$ cat config.mk
export PLATFORM = sky130hd
export DESIGN_NAME = imm_gen_pipe
export DESIGN_NICKNAME = d
export VERILOG_FILES = /design/src/rtl/imm_gen_pipe_pkg.sv /design/src/rtl/imm_gen_pipe_extract.sv /design/src/rtl/imm_gen_pipe.sv
export SDC_FILE = /design/constraint.sdc
export NUM_CORES = 1
export LEC_CHECK = 0
export BUFFER_PORTS_ARGS = -buffer_cell sky130_fd_sc_hd__buf_2
export CELL_PAD_IN_SITES_DETAIL_PLACEMENT = 0
export CELL_PAD_IN_SITES_GLOBAL_PLACEMENT = 2
export CORE_UTILIZATION = 35
export CTS_BUF_LIST = sky130_fd_sc_hd__clkbuf_8
export CTS_CLUSTER_DIAMETER = 50
export DETAILED_ROUTE_END_ITERATION = 8
export PLACE_DENSITY = 0.94
export SLEW_MARGIN = 20
export SYNTH_ARGS = -nofsm -noshare
export SYNTH_HDL_FRONTEND = slang
export SYNTH_SLANG_ARGS = --single-unit
$ cat constraint.sdc
create_clock -name clk -period 4.7 [get_ports clk]
set_clock_uncertainty 0.05 [all_clocks]
set_input_delay 0.94 -clock clk [delete_from_list [all_inputs] [get_ports clk]]
set_output_delay 0.94 -clock clk [all_outputs]
set_load 0.02 [all_outputs]
$ cat src/rtl/imm_gen_pipe_pkg.sv
// imm_pkg: immediate format encodings and handshake buffer states shared by the immediate generator.
package imm_pkg;
  localparam int INSTR_W = 32;
  typedef enum logic [2:0] {
    IMM_I, IMM_S, IMM_B, IMM_U, IMM_J, IMM_SHAMT, IMM_ZIMM, IMM_RSV
  } imm_src_e;
  typedef enum logic [1:0] {ST_EMPTY, ST_ONE, ST_TWO} state_e;
endpackage

$ cat src/rtl/imm_gen_pipe_extract.sv
// imm_extract: combinational immediate format mux with sign/zero extension to XLEN.
module imm_extract
  import imm_pkg::*;
#(
  parameter int XLEN = 32
) (
  input  logic [INSTR_W-1:0] instr_i,
  input  imm_src_e           src_i,
  output logic [XLEN-1:0]    imm_o,
  output logic               illegal_o
);
  logic s;
  logic unused_opcode;
  assign s = instr_i[31];
  assign unused_opcode = ^instr_i[6:0];
  if (XLEN != 32 && XLEN != 64) begin : g_bad_xlen
    $error("imm_extract: XLEN must be 32 or 64");
  end
  always_comb begin
    imm_o = '0;
    case (src_i)
      IMM_I:     imm_o = {{(XLEN-12){s}}, instr_i[31:20]};
      IMM_S:     imm_o = {{(XLEN-12){s}}, instr_i[31:25], instr_i[11:7]};
      IMM_B:     imm_o = {{(XLEN-13){s}}, instr_i[31], instr_i[7], instr_i[30:25], instr_i[11:8], 1'b0};
      IMM_U:     imm_o = {{(XLEN-20){s}}, instr_i[31:12]} << 12;
      IMM_J:     imm_o = {{(XLEN-21){s}}, instr_i[31], instr_i[19:12], instr_i[20], instr_i[30:21], 1'b0};
      IMM_SHAMT: imm_o = {{(XLEN-6){1'b0}}, (XLEN == 32) ? 1'b0 : instr_i[25], instr_i[24:20]};
      IMM_ZIMM:  imm_o = {{(XLEN-5){1'b0}}, instr_i[19:15]};
      default:   imm_o = '0;
    endcase
  end
  // A 5-bit shamt field on RV32 makes bit 25 reserved.
  assign illegal_o = (src_i == IMM_RSV) | ((src_i == IMM_SHAMT) & (XLEN == 32) & instr_i[25]);
endmodule

$ cat src/rtl/imm_gen_pipe.sv
// imm_gen_pipe: registered immediate generator with valid/ready handshake and one-entry skid buffer.
module imm_gen_pipe
  import imm_pkg::*;
#(
  parameter int XLEN    = 32,
  parameter bit SKID_EN = 1'b1
) (
  input  logic               clk,
  input  logic               rst,
  input  logic               in_valid,
  output logic               in_ready,
  input  logic [INSTR_W-1:0] in_instr,
  input  logic [2:0]         in_imm_src,
  input  logic               flush,
  output logic               out_valid,
  input  logic               out_ready,
  output logic [XLEN-1:0]    out_imm,
  output logic               out_illegal
);
  state_e            state_q, state_d;
  logic [XLEN-1:0]   ext_imm, out_imm_q, out_imm_d, skid_imm_q, skid_imm_d;
  logic              ext_ill, out_ill_q, out_ill_d, skid_ill_q, skid_ill_d;
  logic              accept, load_out, load_skid, pop_skid;
  imm_extract #(.XLEN(XLEN)) u_extract (
    .instr_i   (in_instr),
    .src_i     (imm_src_e'(in_imm_src)),
    .imm_o     (ext_imm),
    .illegal_o (ext_ill)
  );
  assign in_ready    = SKID_EN ? (state_q != ST_TWO) : (out_ready | (state_q == ST_EMPTY));
  assign out_valid   = state_q != ST_EMPTY;
  assign out_imm     = out_imm_q;
  assign out_illegal = out_ill_q;
  // Flush drops a same-cycle accept; held data stays but is no longer valid.
  always_comb begin
    accept     = in_valid & in_ready;
    load_out   = accept & ~flush & ((state_q == ST_EMPTY) | out_ready);
    load_skid  = accept & ~flush & (state_q == ST_ONE) & ~out_ready;
    pop_skid   = (state_q == ST_TWO) & out_ready & ~flush;
    out_imm_d  = load_out ? ext_imm : pop_skid ? skid_imm_q : out_imm_q;
    out_ill_d  = load_out ? ext_ill : pop_skid ? skid_ill_q : out_ill_q;
    skid_imm_d = load_skid ? ext_imm : skid_imm_q;
    skid_ill_d = load_skid ? ext_ill : skid_ill_q;
    state_d    = flush ? ST_EMPTY :
                 load_out ? ST_ONE :
                 load_skid ? ST_TWO :
                 pop_skid ? ST_ONE :
                 ((state_q == ST_ONE) & out_ready) ? ST_EMPTY : state_q;
  end
  always_ff @(posedge clk) begin
    if (rst) begin
      state_q    <= ST_EMPTY;
      out_imm_q  <= '0;
      out_ill_q  <= 1'b0;
      skid_imm_q <= '0;
      skid_ill_q <= 1'b0;
    end else begin
      state_q    <= state_d;
      out_imm_q  <= out_imm_d;
      out_ill_q  <= out_ill_d;
      skid_imm_q <= skid_imm_d;
      skid_ill_q <= skid_ill_d;
    end
  end
endmodule

==> results.md <==
Placement:
- Input and output buffers added on the ports amount to 67.
- The global placer's final weighted congestion is 0.779.
- The area after detailed placement is 3760 µm².
- The cell count after placement is 585.
- The estimated wirelength of the detail-placed design is 5.92 mm.
- OpenSTA, run right after detailed placement, puts the worst setup slack at 1700 ps.

Drt:
- The overall routed net length is 9.51 mm.
- The per-cell via count in the routed design is 5.43.
- The detailed router finished its first iteration with 179 violations.
- The average wire per standard cell is 15.8 µm.
- The detailed-router iteration count before antenna repair is 4.
- The count of nets left with antenna violations once routing finished came out at 0.
- The detailed-route via count is 3265.
- The final routed DRC violation total is 0.

Synth:
- Among all flip-flop cells after synthesis, the most frequent one is sky130_fd_sc_hd__dfxtp_1.
- The async set-reset flop share out of synthesis is 0%.
- In this run the cell area of the synthesized design comes to 3420 µm².
- When the netlist entered floorplanning its net count stood at 469.
- The number of different library cells used by synthesis comes to 45.
- The number of enable flip-flop cells after synthesis is 0.
- The post-synthesis instance total is 429.
- Synthesis inferred 68 register bits.
- The post-synthesis area per instance is 7.97 µm².
- The proportion of synthesized chip area in sequential cells is 39.8%.
- The count of warnings emitted by yosys is 0.

Setup path:
- The maximum fanout along the worst path is 19.
- The launch point of the worst reg-to-reg path is state_q[1].
- The number of buffers and inverters on the critical path is 2.
- The most critical setup path has its startpoint at flush.
- STA puts the critical path data required time at 4900 ps.
- Walking the worst path, the cells encountered are buf_2 -> nor4bb_4 -> buf_4 -> nand2_1 -> and3_1 -> a211oi_1.
- STA puts the critical path data arrival time at 2830 ps.
- Among all stages on the critical path, the largest delay is contributed by sky130_fd_sc_hd__nor4bb_4.
- The top cell family by delay on the critical path is simple AND/OR/NAND/NOR gates.
- STA classifies the critical path endpoint as a flop.
- For this run, the slowest stage of the critical path takes 840 ps.
- The worst setup path is of the in2reg kind.
- STA classifies the critical path startpoint as an input pin.

Global routing:
- Entering global routing, the biggest net connects 41 pins.
- met2 is the most crowded layer.
- The via count of the first global-routing pass came to 2894.
- The total overflow left after global routing is 0.
- The met2 track utilization from global routing is 28.7%.
- The initial antenna violation count is 0.
- Global routing consumed, on the met3 layer, 2.91% of the routing resources.
- The met1 demand-to-capacity share in global routing is 28.5%.
- The first global-routing pass estimated 15.2 mm of wire.
- Global routing consumed, over all layers together, 19.5% of the routing resources.

Status:
- The run finished with clean final reports.

Timing:
- The shortest period the worst path allows is 2630 ps.
- The final critical-path share of the clock period is 56.0%.
- Static timing analysis puts the maximum clock frequency at 0.380 GHz.
- The max-slew violation count is 0.
- The number of hold-slack violations in the final timing report came to 0.
- The actual transition at the worst max-transition pin is 944 ps.
- Setup repair after global routing left no endpoint under its margin.
- Setup violations remaining at the end of the flow were counted as 0.
- The total negative setup slack is 0 ps.
- The post-route worst setup slack is 2070 ps.
- The worst slew margin relative to its limit is 37.0%.

Clock network:
- The maximum number of buffers from clock root to sink is 2.
- The clock latency of the later-clocked register in the worst-skew pair is 330 ps.
- After clock tree synthesis, the setup repair step added 0 buffers.
- The number of hold buffers added after CTS is 0.
- The number of gates resized after CTS is 0.
- The total clock buffers created by CTS is 9.
- CTS placed an instance of sky130_fd_sc_hd__clkbuf_8 at the clock tree root.
- CTS built an H-tree with a depth of 3.
- The clock net in this run drives a total of 68 sinks.
- The clock tree from TritonCTS is yes.
- Clock-pin slew was measured on the worst setup and hold paths at 70 ps.

Min path:
- The path class of the tightest hold or removal check is reg2reg.
- The launch instance of the worst min-delay path is skid_imm_q[16].

Run:
- The total of max-cap violations is 0.

Layout:
- After the flow finishes, the layout carries non-filler instances totaling 601.
- Cells with a size suffix above 1 make up 21.8% of the layout.
- The final instance area is 3940 µm².
- The area growth from synthesis to layout is 15.4%.
- For this run, the post-layout net count is 508.
- The utilization of the core after routing is 42.3%.
- In the layout the commonest cells are sky130_fd_sc_hd__nand2_1, sky130_fd_sc_hd__dfxtp_1, sky130_fd_sc_hd__buf_2, sky130_fd_sc_hd__nor2_1, sky130_fd_sc_hd__a21oi_1.
- The antenna diode count is 0.

Floorplanning:
- The floorplan row count is 35.
- The initial cell density of the core is 36.6%.
- The die area is 10200 µm².
- In this run the count of I/O pins placed on the die edge is 75.
- The die outline height is 101 µm.
- The area of the core is 9330 µm².
- The die is 101 µm wide.

Pwr:
- Power spread over the standard cell area amounts to 313 nW/µm².
- The static leakage power is 1.47 nW.
- The largest vdd supply drop is 0.000134 V.
## per-stage QoR
step           power [mW]  hold slack, ps
3_5_place_dp        0.821             398
3_3_place_gp        0.818             393
5_1_grt              1.30             423
6_report             1.24             405
4_1_cts              1.25             410
2_1_floorplan       0.756             386
## worst paths after layout
path         cells after the start  slack, ps           to
min                              2        410  out_imm[16]
min reg2reg                      2        410  out_imm[16]
max                              6       2070   out_imm[5]
max reg2reg                      5       2360   out_imm[5]
## worst reg2reg max path, cell delays in order (launching register included)
cell,delay [ps]
sky130_fd_sc_hd__dfxtp_1,510
sky130_fd_sc_hd__nor4bb_4,830
sky130_fd_sc_hd__buf_4,400
sky130_fd_sc_hd__nand2_1,100
sky130_fd_sc_hd__and3_1,170
sky130_fd_sc_hd__a211oi_1,210
## final cells by class
| type | instances | area (µm²) |
|---|---|---|
| fillers | 986 | 5380 |
| multi-input cells | 314 | 1860 |
| flip-flops and latches | 68 | 1360 |
| repair buffers | 74 | 392 |
| well taps | 129 | 161 |
| clock buffers | 11 | 151 |
| clock inverters | 4 | 18.8 |
| inverters | 1 | 3.75 |
## routing by layer
layer	share of wire [%]	vias to the layer above
li1	-	1625
met1	48	1550
met4	1.2	0
met2	46	83
met5	0	-
met3	4.9	7
## power by group
group | switching [mW] | internal [mW] | leakage, nW | total (mW)
clock | 0.215 | 0.212 | 0.0952 | 0.428
sequential | 0.0124 | 0.599 | 0.554 | 0.611
combinational | 0.126 | 0.0709 | 0.817 | 0.197
total | 0.354 | 0.882 | 1.47 | 1.24
## cells in the mapped netlist (2+ instances only)
master / instances / area, µm²
sky130_fd_sc_hd__buf_4: 7 / 52.6
sky130_fd_sc_hd__a221oi_1: 3 / 26.3
sky130_fd_sc_hd__nand4_1: 8 / 50.1
sky130_fd_sc_hd__a221oi_2: 3 / 45.0
sky130_fd_sc_hd__a211oi_2: 3 / 37.5
sky130_fd_sc_hd__nor3_1: 27 / 135
sky130_fd_sc_hd__o21ai_0: 3 / 15.0
sky130_fd_sc_hd__a211oi_1: 38 / 285
sky130_fd_sc_hd__a21oi_1: 41 / 205
sky130_fd_sc_hd__nand4bb_1: 4 / 45.0
sky130_fd_sc_hd__or4bb_1: 5 / 56.3
sky130_fd_sc_hd__nand4b_1: 8 / 70.1
sky130_fd_sc_hd__dfxtp_1: 68 / 1360
sky130_fd_sc_hd__nand3_1: 8 / 40.0
sky130_fd_sc_hd__buf_2: 16 / 80.1
sky130_fd_sc_hd__or2_2: 2 / 12.5
sky130_fd_sc_hd__nor2_1: 47 / 176
sky130_fd_sc_hd__clkbuf_1: 22 / 82.6
sky130_fd_sc_hd__nand2_1: 68 / 255
sky130_fd_sc_hd__and3_1: 7 / 43.8
sky130_fd_sc_hd__nand3b_1: 5 / 37.5
sky130_fd_sc_hd__nand2b_1: 4 / 25.0
sky130_fd_sc_hd__a311oi_1: 6 / 52.6
sky130_fd_sc_hd__mux2i_1: 5 / 50.1
## sequential cells by signal, summed over array words and instances, names as in the netlist
| register | flops |
|---|---|
| out_illegal | 1 |
| state_q | 2 |
| out_imm | 32 |
| skid_ill_q | 1 |
| skid_imm_q | 32 |
## cells by family (layout without fill, tap and decap cells)
| logic type | count (synthesis) | count (layout) | synth area share (%) |
|---|---|---|---|
| AO/OA/AOI/OAI | 106 | 106 | 22.1 |
| buffers and inverters | 47 | 90 | 6.52 |
| flip-flops | 68 | 68 | 39.8 |
| multiplexers | 5 | 5 | 1.46 |
| AND/OR/NAND/NOR | 203 | 203 | 30.1 |
Note: power is estimated with default switching activity, not from simulation.
